**src/rtl/alu_instr_sequencer_pkg.sv**
```systemverilog
// Shared types and constants for the register-register ALU instruction sequencer.
// Holds the state encoding, opcode/ALUop maps, IR field positions and the control word.
package cpu_ctrl_pkg;

    typedef enum logic [3:0] {
        S_IDLE, S_T0, S_T1, S_T2, S_T3, S_T4, S_T5, S_T6, S_HALT, S_FAULT
    } state_e;

    typedef enum logic [1:0] {
        CLS_BINARY, CLS_UNARY, CLS_MULDIV, CLS_OTHER
    } op_class_e;

    localparam logic [4:0] OP_ADD  = 5'd0;
    localparam logic [4:0] OP_SUB  = 5'd1;
    localparam logic [4:0] OP_AND  = 5'd2;
    localparam logic [4:0] OP_OR   = 5'd3;
    localparam logic [4:0] OP_SHR  = 5'd4;
    localparam logic [4:0] OP_SHRA = 5'd5;
    localparam logic [4:0] OP_SHL  = 5'd6;
    localparam logic [4:0] OP_ROR  = 5'd7;
    localparam logic [4:0] OP_ROL  = 5'd8;
    localparam logic [4:0] OP_NEG  = 5'd9;
    localparam logic [4:0] OP_NOT  = 5'd10;
    localparam logic [4:0] OP_MUL  = 5'd11;
    localparam logic [4:0] OP_DIV  = 5'd12;
    localparam logic [4:0] OP_HALT = 5'd31;

    localparam logic [3:0] ALU_ADD  = 4'd0;
    localparam logic [3:0] ALU_SUB  = 4'd1;
    localparam logic [3:0] ALU_AND  = 4'd2;
    localparam logic [3:0] ALU_OR   = 4'd3;
    localparam logic [3:0] ALU_SHR  = 4'd4;
    localparam logic [3:0] ALU_SHRA = 4'd5;
    localparam logic [3:0] ALU_SHL  = 4'd6;
    localparam logic [3:0] ALU_ROR  = 4'd7;
    localparam logic [3:0] ALU_ROL  = 4'd8;
    localparam logic [3:0] ALU_NEG  = 4'd9;
    localparam logic [3:0] ALU_NOT  = 4'd10;
    localparam logic [3:0] ALU_MUL  = 4'd11;
    localparam logic [3:0] ALU_DIV  = 4'd12;

    localparam int OPC_LSB = 27;
    localparam int RA_LSB  = 23;
    localparam int RB_LSB  = 19;
    localparam int RC_LSB  = 15;

    typedef struct packed {
        logic       pc_in;
        logic       pc_out;
        logic       inc_pc;
        logic       mar_in;
        logic       mdr_in;
        logic       mdr_out;
        logic       ir_in;
        logic       y_in;
        logic       zlow_in;
        logic       zhigh_in;
        logic       zlow_out;
        logic       zhigh_out;
        logic       hi_in;
        logic       lo_in;
        logic       read;
        logic [3:0] alu_op;
        logic       instr_done;
        logic       halted;
        logic       fault;
    } ctrl_t;

    function automatic op_class_e op_class(input logic [4:0] opc);
        if (opc <= OP_ROL)
            return CLS_BINARY;
        else if (opc == OP_NEG || opc == OP_NOT)
            return CLS_UNARY;
        else if (opc == OP_MUL || opc == OP_DIV)
            return CLS_MULDIV;
        else
            return CLS_OTHER;
    endfunction

    function automatic logic [3:0] alu_sel(input logic [4:0] opc);
        logic [3:0] sel;
        case (opc)
            OP_ADD:  sel = ALU_ADD;
            OP_SUB:  sel = ALU_SUB;
            OP_AND:  sel = ALU_AND;
            OP_OR:   sel = ALU_OR;
            OP_SHR:  sel = ALU_SHR;
            OP_SHRA: sel = ALU_SHRA;
            OP_SHL:  sel = ALU_SHL;
            OP_ROR:  sel = ALU_ROR;
            OP_ROL:  sel = ALU_ROL;
            OP_NEG:  sel = ALU_NEG;
            OP_NOT:  sel = ALU_NOT;
            OP_MUL:  sel = ALU_MUL;
            OP_DIV:  sel = ALU_DIV;
            default: sel = ALU_ADD;
        endcase
        return sel;
    endfunction

endpackage

```
**src/rtl/alu_instr_sequencer_if.sv**
```systemverilog
// Control bus between the instruction sequencer (master) and the datapath (slave).
interface alu_instr_sequencer_if;
    logic        run;
    logic        mem_ready;
    logic [31:0] IR;
    logic [15:0] Rin;
    logic [15:0] Rout;
    logic        PCin, PCout, IncPC, MARin, MDRin, MDRout, IRin, Yin;
    logic        Zlowin, Zhighin, Zlowout, Zhighout, HIin, LOin;
    logic        Read;
    logic [3:0]  ALUop;
    logic        instr_done;
    logic        halted;
    logic        fault;

    modport master (
        input  run, mem_ready, IR,
        output Rin, Rout, PCin, PCout, IncPC, MARin, MDRin, MDRout, IRin, Yin,
               Zlowin, Zhighin, Zlowout, Zhighout, HIin, LOin, Read, ALUop,
               instr_done, halted, fault
    );

    modport slave (
        output run, mem_ready, IR,
        input  Rin, Rout, PCin, PCout, IncPC, MARin, MDRin, MDRout, IRin, Yin,
               Zlowin, Zhighin, Zlowout, Zhighout, HIin, LOin, Read, ALUop,
               instr_done, halted, fault
    );
endinterface

```
**src/rtl/alu_instr_sequencer_reg_select_decoder.sv**
```systemverilog
// 4-to-16 one-hot register select with enable; all-zero when disabled.
module reg_select_decoder (
    input  logic [3:0]  idx,
    input  logic        en,
    output logic [15:0] onehot
);
    assign onehot = en ? (16'h0001 << idx) : 16'h0000;
endmodule

```
**src/rtl/alu_instr_sequencer.sv**
```systemverilog
// Multi-cycle fetch/execute control unit for register-register ALU instructions.
// All outputs are registered and decoded from the next state, so they track the state register.
module alu_instr_sequencer
    import cpu_ctrl_pkg::*;
#(
    parameter int MEM_WAIT_MAX = 15
) (
    input  logic                 clock,
    input  logic                 clear,
    alu_instr_sequencer_if.master bus
);

    localparam int WAIT_W = $clog2(MEM_WAIT_MAX + 1);
    localparam logic [WAIT_W-1:0] WAIT_LAST = WAIT_W'(MEM_WAIT_MAX - 1);

    state_e            state_q, state_d;
    logic [WAIT_W-1:0] wait_q, wait_d;
    logic [4:0]        opc_q, opc_d;
    logic [3:0]        ra_q, ra_d, rb_q, rb_d, rc_q, rc_d;
    op_class_e         cls_q, cls_d;
    logic              last_step;

    ctrl_t             ctrl_q, ctrl_d;
    logic [15:0]       rin_q, rin_d, rout_q, rout_d;
    logic [3:0]        rin_idx_d, rout_idx_d;
    logic              rin_en_d, rout_en_d;

    // The low IR bits hold immediates this unit never looks at.
    logic              unused_ir;
    assign unused_ir = ^bus.IR[RC_LSB-1:0];

    assign cls_q = op_class(opc_q);
    assign cls_d = op_class(opc_d);

    always_comb begin
        state_d   = state_q;
        wait_d    = wait_q;
        opc_d     = opc_q;
        ra_d      = ra_q;
        rb_d      = rb_q;
        rc_d      = rc_q;
        last_step = ((state_q == S_T4) && (cls_q == CLS_UNARY)) ||
                    ((state_q == S_T5) && (cls_q == CLS_BINARY)) ||
                    (state_q == S_T6);
        case (state_q)
            S_IDLE: if (bus.run) state_d = S_T0;
            S_T0: begin
                state_d = S_T1;
                wait_d  = '0;
            end
            S_T1: begin
                if (bus.mem_ready)
                    state_d = S_T2;
                else if (wait_q == WAIT_LAST)
                    state_d = S_FAULT;
                else
                    wait_d = wait_q + 1'b1;
            end
            S_T2: begin
                state_d = S_T3;
                opc_d   = bus.IR[OPC_LSB +: 5];
                ra_d    = bus.IR[RA_LSB +: 4];
                rb_d    = bus.IR[RB_LSB +: 4];
                rc_d    = bus.IR[RC_LSB +: 4];
            end
            S_T3: begin
                if (cls_q == CLS_OTHER)
                    state_d = (opc_q == OP_HALT) ? S_HALT : S_FAULT;
                else
                    state_d = S_T4;
            end
            S_T4:    state_d = S_T5;
            S_T5:    state_d = S_T6;
            S_T6:    state_d = S_IDLE;
            default: state_d = state_q;
        endcase
        // Back-to-back instructions skip IDLE when run is still high at the final step.
        if (last_step)
            state_d = bus.run ? S_T0 : S_IDLE;
    end

    always_comb begin
        ctrl_d     = '0;
        rin_en_d   = 1'b0;
        rout_en_d  = 1'b0;
        rin_idx_d  = ra_d;
        rout_idx_d = rb_d;
        case (state_d)
            S_T0: begin
                ctrl_d.pc_out  = 1'b1;
                ctrl_d.mar_in  = 1'b1;
                ctrl_d.inc_pc  = 1'b1;
                ctrl_d.zlow_in = 1'b1;
            end
            S_T1: begin
                ctrl_d.zlow_out = 1'b1;
                ctrl_d.pc_in    = 1'b1;
                ctrl_d.read     = 1'b1;
                ctrl_d.mdr_in   = 1'b1;
            end
            S_T2: begin
                ctrl_d.mdr_out = 1'b1;
                ctrl_d.ir_in   = 1'b1;
            end
            S_T3: begin
                case (cls_d)
                    CLS_BINARY: begin
                        rout_en_d   = 1'b1;
                        ctrl_d.y_in = 1'b1;
                    end
                    CLS_UNARY: begin
                        rout_en_d      = 1'b1;
                        ctrl_d.alu_op  = alu_sel(opc_d);
                        ctrl_d.zlow_in = 1'b1;
                    end
                    CLS_MULDIV: begin
                        rout_en_d   = 1'b1;
                        rout_idx_d  = ra_d;
                        ctrl_d.y_in = 1'b1;
                    end
                    default: ;
                endcase
            end
            S_T4: begin
                case (cls_d)
                    CLS_BINARY: begin
                        rout_en_d      = 1'b1;
                        rout_idx_d     = rc_d;
                        ctrl_d.alu_op  = alu_sel(opc_d);
                        ctrl_d.zlow_in = 1'b1;
                    end
                    CLS_UNARY: begin
                        ctrl_d.zlow_out   = 1'b1;
                        rin_en_d          = 1'b1;
                        ctrl_d.instr_done = 1'b1;
                    end
                    CLS_MULDIV: begin
                        rout_en_d       = 1'b1;
                        ctrl_d.alu_op   = alu_sel(opc_d);
                        ctrl_d.zlow_in  = 1'b1;
                        ctrl_d.zhigh_in = 1'b1;
                    end
                    default: ;
                endcase
            end
            S_T5: begin
                ctrl_d.zlow_out = 1'b1;
                if (cls_d == CLS_BINARY) begin
                    rin_en_d          = 1'b1;
                    ctrl_d.instr_done = 1'b1;
                end else begin
                    ctrl_d.lo_in = 1'b1;
                end
            end
            S_T6: begin
                ctrl_d.zhigh_out  = 1'b1;
                ctrl_d.hi_in      = 1'b1;
                ctrl_d.instr_done = 1'b1;
            end
            S_HALT:  ctrl_d.halted = 1'b1;
            S_FAULT: ctrl_d.fault  = 1'b1;
            default: ;
        endcase
    end

    reg_select_decoder u_rin_dec  (.idx(rin_idx_d),  .en(rin_en_d),  .onehot(rin_d));
    reg_select_decoder u_rout_dec (.idx(rout_idx_d), .en(rout_en_d), .onehot(rout_d));

    always_ff @(posedge clock or negedge clear) begin
        if (!clear) begin
            state_q <= S_IDLE;
            wait_q  <= '0;
            opc_q   <= '0;
            ra_q    <= '0;
            rb_q    <= '0;
            rc_q    <= '0;
            ctrl_q  <= '0;
            rin_q   <= '0;
            rout_q  <= '0;
        end else begin
            state_q <= state_d;
            wait_q  <= wait_d;
            opc_q   <= opc_d;
            ra_q    <= ra_d;
            rb_q    <= rb_d;
            rc_q    <= rc_d;
            ctrl_q  <= ctrl_d;
            rin_q   <= rin_d;
            rout_q  <= rout_d;
        end
    end

    assign bus.Rin        = rin_q;
    assign bus.Rout       = rout_q;
    assign bus.PCin       = ctrl_q.pc_in;
    assign bus.PCout      = ctrl_q.pc_out;
    assign bus.IncPC      = ctrl_q.inc_pc;
    assign bus.MARin      = ctrl_q.mar_in;
    assign bus.MDRin      = ctrl_q.mdr_in;
    assign bus.MDRout     = ctrl_q.mdr_out;
    assign bus.IRin       = ctrl_q.ir_in;
    assign bus.Yin        = ctrl_q.y_in;
    assign bus.Zlowin     = ctrl_q.zlow_in;
    assign bus.Zhighin    = ctrl_q.zhigh_in;
    assign bus.Zlowout    = ctrl_q.zlow_out;
    assign bus.Zhighout   = ctrl_q.zhigh_out;
    assign bus.HIin       = ctrl_q.hi_in;
    assign bus.LOin       = ctrl_q.lo_in;
    assign bus.Read       = ctrl_q.read;
    assign bus.ALUop      = ctrl_q.alu_op;
    assign bus.instr_done = ctrl_q.instr_done;
    assign bus.halted     = ctrl_q.halted;
    assign bus.fault      = ctrl_q.fault;

endmodule
```
**src/flat_wrapper.sv**
```systemverilog
// flat-port wrapper written by rule: the top's interface ports become plain ports
module alu_instr_sequencer_flat import cpu_ctrl_pkg::*;
#(
    parameter int MEM_WAIT_MAX = 15
)
  (clock, clear, bus_run, bus_mem_ready, bus_IR, bus_Rin, bus_Rout, bus_PCin, bus_PCout, bus_IncPC, bus_MARin, bus_MDRin, bus_MDRout, bus_IRin, bus_Yin, bus_Zlowin, bus_Zhighin, bus_Zlowout, bus_Zhighout, bus_HIin, bus_LOin, bus_Read, bus_ALUop, bus_instr_done, bus_halted, bus_fault);
  alu_instr_sequencer_if bus_i ();
  input  logic clock;
  input  logic clear;
  input wire logic [$bits(bus_i.run)-1:0] bus_run;
  input wire logic [$bits(bus_i.mem_ready)-1:0] bus_mem_ready;
  input wire logic [$bits(bus_i.IR)-1:0] bus_IR;
  output wire logic [$bits(bus_i.Rin)-1:0] bus_Rin;
  output wire logic [$bits(bus_i.Rout)-1:0] bus_Rout;
  output wire logic [$bits(bus_i.PCin)-1:0] bus_PCin;
  output wire logic [$bits(bus_i.PCout)-1:0] bus_PCout;
  output wire logic [$bits(bus_i.IncPC)-1:0] bus_IncPC;
  output wire logic [$bits(bus_i.MARin)-1:0] bus_MARin;
  output wire logic [$bits(bus_i.MDRin)-1:0] bus_MDRin;
  output wire logic [$bits(bus_i.MDRout)-1:0] bus_MDRout;
  output wire logic [$bits(bus_i.IRin)-1:0] bus_IRin;
  output wire logic [$bits(bus_i.Yin)-1:0] bus_Yin;
  output wire logic [$bits(bus_i.Zlowin)-1:0] bus_Zlowin;
  output wire logic [$bits(bus_i.Zhighin)-1:0] bus_Zhighin;
  output wire logic [$bits(bus_i.Zlowout)-1:0] bus_Zlowout;
  output wire logic [$bits(bus_i.Zhighout)-1:0] bus_Zhighout;
  output wire logic [$bits(bus_i.HIin)-1:0] bus_HIin;
  output wire logic [$bits(bus_i.LOin)-1:0] bus_LOin;
  output wire logic [$bits(bus_i.Read)-1:0] bus_Read;
  output wire logic [$bits(bus_i.ALUop)-1:0] bus_ALUop;
  output wire logic [$bits(bus_i.instr_done)-1:0] bus_instr_done;
  output wire logic [$bits(bus_i.halted)-1:0] bus_halted;
  output wire logic [$bits(bus_i.fault)-1:0] bus_fault;
  assign bus_i.run = bus_run;
  assign bus_i.mem_ready = bus_mem_ready;
  assign bus_i.IR = bus_IR;
  assign bus_Rin = bus_i.Rin;
  assign bus_Rout = bus_i.Rout;
  assign bus_PCin = bus_i.PCin;
  assign bus_PCout = bus_i.PCout;
  assign bus_IncPC = bus_i.IncPC;
  assign bus_MARin = bus_i.MARin;
  assign bus_MDRin = bus_i.MDRin;
  assign bus_MDRout = bus_i.MDRout;
  assign bus_IRin = bus_i.IRin;
  assign bus_Yin = bus_i.Yin;
  assign bus_Zlowin = bus_i.Zlowin;
  assign bus_Zhighin = bus_i.Zhighin;
  assign bus_Zlowout = bus_i.Zlowout;
  assign bus_Zhighout = bus_i.Zhighout;
  assign bus_HIin = bus_i.HIin;
  assign bus_LOin = bus_i.LOin;
  assign bus_Read = bus_i.Read;
  assign bus_ALUop = bus_i.ALUop;
  assign bus_instr_done = bus_i.instr_done;
  assign bus_halted = bus_i.halted;
  assign bus_fault = bus_i.fault;
  alu_instr_sequencer #(.MEM_WAIT_MAX(MEM_WAIT_MAX)) u_core (.clock(clock), .clear(clear), .bus(bus_i));
endmodule
```
**config.mk**
```make
export PLATFORM = sky130hd
export DESIGN_NAME = alu_instr_sequencer_flat
export DESIGN_NICKNAME = d
export VERILOG_FILES = /design/src/rtl/alu_instr_sequencer_pkg.sv /design/src/rtl/alu_instr_sequencer_if.sv /design/src/rtl/alu_instr_sequencer_reg_select_decoder.sv /design/src/rtl/alu_instr_sequencer.sv /design/src/flat_wrapper.sv
export SDC_FILE = /design/constraint.sdc
export NUM_CORES = 1
export LEC_CHECK = 0
export CAP_MARGIN = 20
export CORE_MARGIN = 3
export CORE_UTILIZATION = 50
export CTS_CLUSTER_DIAMETER = 50
export CTS_CLUSTER_SIZE = 40
export DETAILED_ROUTE_END_ITERATION = 7
export DONT_BUFFER_PORTS = 1
export HOLD_SLACK_MARGIN = 0.03
export SLEW_MARGIN = 10
export SYNTH_ARGS = -nofsm -noshare
export SYNTH_HDL_FRONTEND = slang
export SYNTH_SLANG_ARGS = --single-unit
```
**constraint.sdc**
```tcl
create_clock -name clock -period 7.7 [get_ports clock]
set_clock_uncertainty 0.2 [all_clocks]
set_input_delay 0.385 -clock clock [delete_from_list [all_inputs] [get_ports clock]]
set_output_delay 0.385 -clock clock [all_outputs]
set_load 0.01 [all_outputs]
```
==> summary.txt, run 1 <==
Global route
  – Pin count of the biggest net entering global routing: 74
  – GRT Overall Usage: 20.4%
  – Vias in the first global route: between 2000 and 2500
  – First-pass GRT wire length: between 10 and 15 mm
  – Initial antenna violation count: 0
  – GRT Residual Overflow: 0

STA
  – Final period utilization: a little over two fifths
  – Setup TNS: 0 ps
  – Max Slew Vio Count: 0
  – Fmax: 304 MHz
  – Tightest Pin Transition: roughly 700 ps
  – Setup-failing EPs final: 0
  – Worst slew margin: a little over 50%
  – Unrepaired setup endpoints after global routing: false
  – Final hold viol count: 0
  – Fin worst setup slack: about 4400 ps
  – Min Tclk post-route: roughly 3300 ps

Power
  – Switch Pwr: approximately 0.59 mW
  – PwrDens: around 380 nW/um^2
  – Net Sw Frac: 43.7%
  – Leakage: 1.68 nW
  – Power Internal: roughly 0.76 mW
  – Final Power: between 1 and 1.5 mW
  – Maximum vdd drop: around 0.20 mV
  – Combinational share of power: 38.5%
  – Sequential power share: a little over two fifths
  – Share of power burned in the clock network: 19.5%

Routing
  – Routed WL per cell: 18.0 microns
  – Remaining antenna violation count: 0
  – DRT met1 WL: approximately 3.6 mm
  – DR iter-0 viols: between 150 and 200
  – Routed wl met2: roughly 3.1 mm
  – Routed WL: between 7 and 8 mm
  – Uppermost layer routed: met4
  – Routed vias: 2332
  – DR pass1 iterations: 4
  – Met3 routed WL: 476 microns
  – Vias per std cell: 5.77
  – # DRC: 0

Placed design
  – Post-DP Area: between 3000 and 4000 sq um
  – DPL Wire Length: a little under 5 mm
  – Dpl ws: about 4500 ps
  – Gpl congestion: 0.809
  – I/O Buffers: 0

Finish
  – Antenna cell count: 0
  – Multi-input logic area: roughly 1300 sq um
  – Synthesis-to-finish area growth: 8.54%
  – Sequential cell area: around 1800 sq um
  – Layout cell share with drive strength beyond 1: around 10%
  – Fill cells: roughly 560
  – Nets: 360
  – Layout Cell Area excl Fill: 3610 sq um

Clock network
  – Clk Latency, worst-skew pair: 340 ps
  – Setup Fix Bufs, Post-CTS: 0
  – Clk sink count: 73
  – H-tree levels: 3
  – Cts repair resizes: 0
  – CTS clk-pin slew, worst paths: ~80 ps
  – CTS Buf Count: 9
  – Root buffer selected by CTS: clkbuf_8
  – # hold bufs at CTS: 11
  – Clock Path Buffers: 2
  – CTS tree: yes

Die
  – Die Wd: between 80 and 90 microns
  – Die area: roughly 7700 sq um
  – Initial Utilization: 52.1%
  – Core Box Area: ~6400 sq um
  – Die Y: roughly 88 microns
  – # IOs: 90
  – Row count: 29

Setup path
  – Crit-path max FO: 23
  – Critical path class: reg2reg
  – Crit path required time: ~7800 ps
  – Critical Path End Type: flop
  – Worst setup SP type: flop
  – Worst EP arrival: 3340 ps

Yosys
  – Syn nets: about 360
  – Top cell type's share of synthesized area: 54.9%
  – Largest cells by area after synthesis: dfrtp_1 (55%), nor3_1 (5.0%), mux2i_1 (3.9%)
  – Synth Instances: 317
  – Cell Area, Synth: between 3000 and 4000 sq um
  – Synth unique cells: 65
  – Share of flip-flops with an asynchronous set or reset: 100%
  – Commonest cells in the netlist: dfrtp_1 (73), nor3_1 (33), nand2_1 (31)
  – Most common cell in the netlist: dfrtp_1
  – Average size of a mapped cell: approximately 10 sq um
  – Register area share after synthesis: between 50% and 60%
  – Synthesis warning total: 0
  – Yosys reg bits: 73
  – Number of flops mapped to enable cells by yosys: 0
  – Synth area leader: dfrtp_1
  – Top FF cell, synth: dfrtp_1

Run
  – Max Cap Violations: 0

Run status
  – Status: finished, final reports clean

Hold path
  – Worst Hold Class: in2reg
[layer usage]
layer	up-vias	global-route usage, %
li1	1129	-
met1	1112	30.1
met2	81	28.4
met3	10	6.02
met4	0	7.67
met5	-	0
[logic make-up after synthesis]
family / synth area share, %
compound gates: 11.1
xor+xnor: 1.05
fa+ha+maj: 0.753
buf+inv: 5.80
flops: 54.9
mux: 4.59
simple gates: 21.8
[area by class of cell]
cell class                 instances  share of cell area [%]
clock buffer                      10                    3.54
clock inverter                     6                    1.18
inverter                          22                    2.29
multi-input combinational        205                    36.2
sequential                        73                    50.6
tap                               77                    2.67
timing repair buffer              11                    3.54
[power groups by stage]
| stage | Sequential (mW) | Combinational, mW | Clock [mW] |
|---|---|---|---|
| 2_1_floorplan | 0.527 | 0.441 | 0 |
| 3_3_place_gp | 0.574 | 0.495 | 0 |
| 3_5_place_dp | 0.574 | 0.503 | 0 |
| 4_1_cts | 0.567 | 0.520 | 0.269 |
| 5_1_grt | 0.584 | 0.592 | 0.285 |
| 6_report | 0.569 | 0.521 | 0.264 |
[worst max-delay path: stages (launching register included)]
cell,delay [ps]
dfrtp_1,700
nand4bb_4,470
nor3_1,680
a211oi_1,110
a41o_1,240
a221o_1,340
or2_4,260
nor3_1,180
[layout by cell type, fill, tap and decap left out, drive strengths merged, types with 3 or more instances in the layout]
cell type	n
dfrtp	73
nor3	33
nand2	31
nor2	23
inv	23
mux2i	13
o21ai	12
dlygate4sd3	10
clkbuf	10
a21oi	7
nand3	6
nor4	6
a211oi	6
nand2b	5
nor2b	5
xor2	4
nand4	4
or3	3
or3b	3
clkinv	3
[registers in the layout, indices dropped and copies added, names as in the netlist, 4 cells and up]
name              cells
u_core.bus.Rin       16
u_core.bus.Rout      16
u_core.opc_q          5
u_core.bus.ALUop      4
u_core.ra_q           4
u_core.rb_q           4
u_core.rc_q           4
u_core.state_q        4
u_core.wait_q         4
[per-stage QoR]
stage / instances / hold slack, ps / util (%)
after global placement: 377 / -108 / 51.8
after CTS: 404 / 42.9 / 56.5
after detailed placement: 377 / -108 / 51.8
after floorplan: 317 / -111 / -
final: 404 / 54.4 / 56.5
after global routing: 404 / 64.2 / 56.5
[worst paths after layout]
kind                                   start                  to  slack [ps]  cells after the start
setup / recovery           u_core.state_q[1]  u_core.bus.Rout[2]        4410                      7
hold / removal                    bus_IR[24]      u_core.ra_q[1]          50                      2
setup reg to reg           u_core.state_q[1]  u_core.bus.Rout[2]        4410                      7
hold reg to reg               u_core.rb_q[3]      u_core.rb_q[3]         280                      2
max in group asynchronous              clear     u_core.opc_q[3]        6620                      2
min in group asynchronous              clear     u_core.bus.PCin         390                      2
(Power assumes the default switching activity.)
==> run 2, diff against run 1 <==
Settings changed: ABC_AREA set to 1, PLACE_DENSITY set to 0.68.
Clock period 7.7 ns to 2.8 ns, I/O delays scaled along.
==> summary.txt, run 2 <==
STA
  – Fmax: 395 MHz (+30%)
  – Final hold viol count: 0 (unchanged)
  – Min Tclk post-route: 2530 ps (-753 ps)
  – Setup-failing EPs final: 0 (unchanged)
  – Max Slew Vio Count: 0 (unchanged)
  – Final period utilization: 90.5% (+48 points)
  – Unrepaired setup endpoints after global routing: false
  – Tightest Pin Transition: 417 ps (-299 ps)
  – Setup TNS: 0 ps (unchanged)
  – Worst slew margin: 72.2% (+20 points)

Setup path
  – Setup slack, reg-to-reg: 270 ps (-4150 ps)
  – Critical path class: reg2reg
  – Crit path cell chain: nand2_1, clkinv_2, nand2_4, nand2_1, nand2_1, nor2_2, nand2_1, nand2_1, nand2_2, nand2_2, nand2_1, nand3_2, nand3_2, nor3_1
  – Worst setup SP type: flop
  – Crit-path max FO: 15 (-35%)
  – Worst EP arrival: 2580 ps (-760 ps)
  – Most used cell, CP: nand2_1
  – Critical Path End Type: flop
  – Crit path max-delay cell type: dfrtp_1
  – Crit path required time: 2840 ps (-4910 ps)
  – Largest stage delay, worst path: 440 ps (-260 ps)

Routing
  – Vias per std cell: 5.03 (-13%)
  – Routed WL: 7.04 mm (-3.2%)
  – DR pass1 iterations: 4 (unchanged)
  – Routed vias: 2619 (+12%)
  – # DRC: 0 (unchanged)
  – Remaining antenna violation count: 0 (unchanged)
  – Routed WL per cell: 13.5 microns (-25%)
  – DR iter-0 viols: 109 (-34%)

Finish
  – Synthesis-to-finish area growth: 12.6%
  – Layout Cell Area excl Fill: 3990 sq um (+11%)
  – Commonest non-fill, non-tap cell in the layout: nand2_1
  – Multi-input logic area: 1450 sq um (+11%)
  – Antenna cell count: 0 (unchanged)
  – Layout cell share with drive strength beyond 1: 19.5% (+9.1 points)
  – Most frequent cells in the layout: nand2_1 (83), dfrtp_1 (73), nor2_1 (62)
  – Fill cells: 617 (+10%)
  – Post-layout util: 58.4% (+1.9 points)
  – Sequential cell area: 1830 sq um (unchanged)
  – Nets: 458 (+27%)

Yosys
  – Top cell type's share of synthesized area: 51.5% (-3.5 points)
  – Synth unique cells: 33 (-49%)
  – Commonest cells in the netlist: nand2_1 (83), dfrtp_1 (73), nor2_1 (62)
  – Largest cells by area after synthesis: dfrtp_1 (51%), nand2_1 (8.8%), nor2_1 (6.6%)
  – Synthesis warning total: 0 (unchanged)
  – Syn nets: 434 (+22%)
  – Cell Area, Synth: 3550 sq um (+6.7%)
  – Top FF cell, synth: dfrtp_1
  – Register area share after synthesis: 51.5% (-3.5 points)
  – Number of flops mapped to enable cells by yosys: 0 (unchanged)
  – Synth Instances: 396 (+25%)
  – Share of flip-flops with an asynchronous set or reset: 100% (unchanged)
  – Yosys reg bits: 73 (unchanged)
  – Synth area leader: dfrtp_1
  – Average size of a mapped cell: 8.96 sq um (-15%)
  – Most common cell in the netlist: nand2_1

Clock network
  – H-tree levels: 3 (unchanged)
  – CTS Buf Count: 9 (unchanged)
  – Clk sink count: 73 (unchanged)
  – Root buffer selected by CTS: clkbuf_8
  – Cts repair resizes: 0 (unchanged)
  – CTS clk-pin slew, worst paths: 90 ps (about the same)
  – CTS tree: yes
  – Clk Latency, worst-skew pair: 350 ps (about the same)
  – Clock Path Buffers: 2 (unchanged)

Power
  – Power Internal: 1.45 mW (+90%)
  – Share of power burned in the clock network: 40.4% (+21 points)
  – PwrDens: 464 nW/um^2 (+24%)
  – Combinational share of power: 2.7% (-36 points)
  – Switch Pwr: 0.408 mW (-31%)
  – Maximum vdd drop: 0.321 mV (+58%)
  – Net Sw Frac: 22.0% (-22 points)
  – Sequential power share: 56.9% (+15 points)
  – Leakage: 2.03 nW (+20%)

Placed design
  – Post-DP Area: 3570 sq um (+8.0%)
  – DPL Wire Length: 4.97 mm (+1.0%)
  – I/O Buffers: 0 (unchanged)
  – Gpl congestion: 0.902 (+12%)

Die
  – Initial Utilization: 51.9% (-0.13 points)
  – Die Y: 90.2 microns (+3.1%)
  – Die Wd: 90.2 microns (+3.1%)
  – Die area: 8140 sq um (+6.2%)
  – Core Box Area: 6830 sq um (+7.0%)
  – Row count: 30 (+3.4%)
  – # IOs: 90 (unchanged)

Global route
  – M2 GR Usage: 28.3% (-0.10 points)
  – Vias in the first global route: 2530 (+10%)
  – First-pass GRT wire length: 12.1 mm (+0.75%)
  – Pin count of the biggest net entering global routing: 74 (unchanged)
  – GRT Residual Overflow: 0 (unchanged)
  – GR Layer Usage met1: 24.7% (-5.4 points)
  – Met3 Usage GRT: 6.86% (+0.84 points)
  – GR peak layer: met2
  – GRT Overall Usage: 18.6% (-1.8 points)
  – Initial antenna violation count: 0 (unchanged)

Run status
  – Status: finished, final reports clean

Hold path
  – Worst Hold Class: in2reg

Run
  – Max Cap Violations: 0 (unchanged)
run 2: cell types whose count changed after synthesis, moves of 13 or more:
| cell | before | now |
|---|---|---|
| nor3_1 | 33 | 6 |
| nand3_1 | 6 | 26 |
| nor2_1 | 23 | 62 |
| mux2i_1 | 13 | 0 |
| nand2_2 | 0 | 15 |
| nand2_1 | 31 | 83 |
| nand3_2 | 0 | 14 |
run 2: worst paths after layout:
path | to | start | cells past startpoint
worst max register to register | u_core.bus.Rout[9] | u_core.state_q[1] | 14
worst min register to register | u_core.wait_q[3] | u_core.wait_q[3] | 1
worst min-delay path | u_core.bus.LOin | bus_run | 7
min in group asynchronous | u_core.bus.IncPC | clear | 2
worst max-delay path | u_core.bus.Rout[9] | u_core.state_q[1] | 14
max in group asynchronous | u_core.opc_q[2] | clear | 2
run 2: power by group through the flow:
stage,sequential (mW),combinational (mW),clock [mW]
floorplan,1.07,0.00180,0
global placement,1.07,0.00193,0
detailed placement,1.07,0.00192,0
CTS,1.05,0.0524,0.770
global route,1.05,0.0566,0.821
finish,1.05,0.0505,0.749
run 2: metal layers:
layer  part of all wire (%)  up-vias  routed length [microns]
li1                       -     1309                        -
met1                     46     1242                     3230
met2                     47       59                     3330
met3                    5.7        9                      399
met4                    1.2        0                       87
met5                      0        -                        0
run 2: per-stage QoR:
step                power [mW]  setup slack (ps)  hold slack [ps]  instances
CTS                       1.88               195             77.9        520
detailed placement        1.08               257             -354        483
finish                    1.85               265             92.7        521
global placement          1.08               310             -354        483
global route              1.93              46.1              161        521
floorplan                 1.08               708             -356        396
run 2: layout make-up:
cell class | count | area share [%]
tap | 96 | 3.01
inverter | 41 | 4.01
timing repair buffer | 24 | 6.27
clock buffer | 12 | 3.89
multi-input combinational | 271 | 36.4
sequential | 73 | 45.8
clock inverter | 4 | 0.689
run 2: logic make-up after synthesis:
family,Yosys count,share of synthesized area [%]
flops,73,51.5
fa+ha+maj,2,0.705
compound gates,22,4.41
simple gates,247,35.8
buf+inv,52,7.55
run 2: what timing repair did:
action | in CTS | in global routing
hold endpoints to repair | 122 | 0
hold buffers | 21 | 0
setup endpoints to repair | 0 | 2
setup buffers | 0 | 1
run 2: critical path, delay by kind of cell, from the launching register on:
kind	cells	cell delay, ps
buffers and inverters	1	140
DFF	1	440
and+or+nand+nor	13	1630
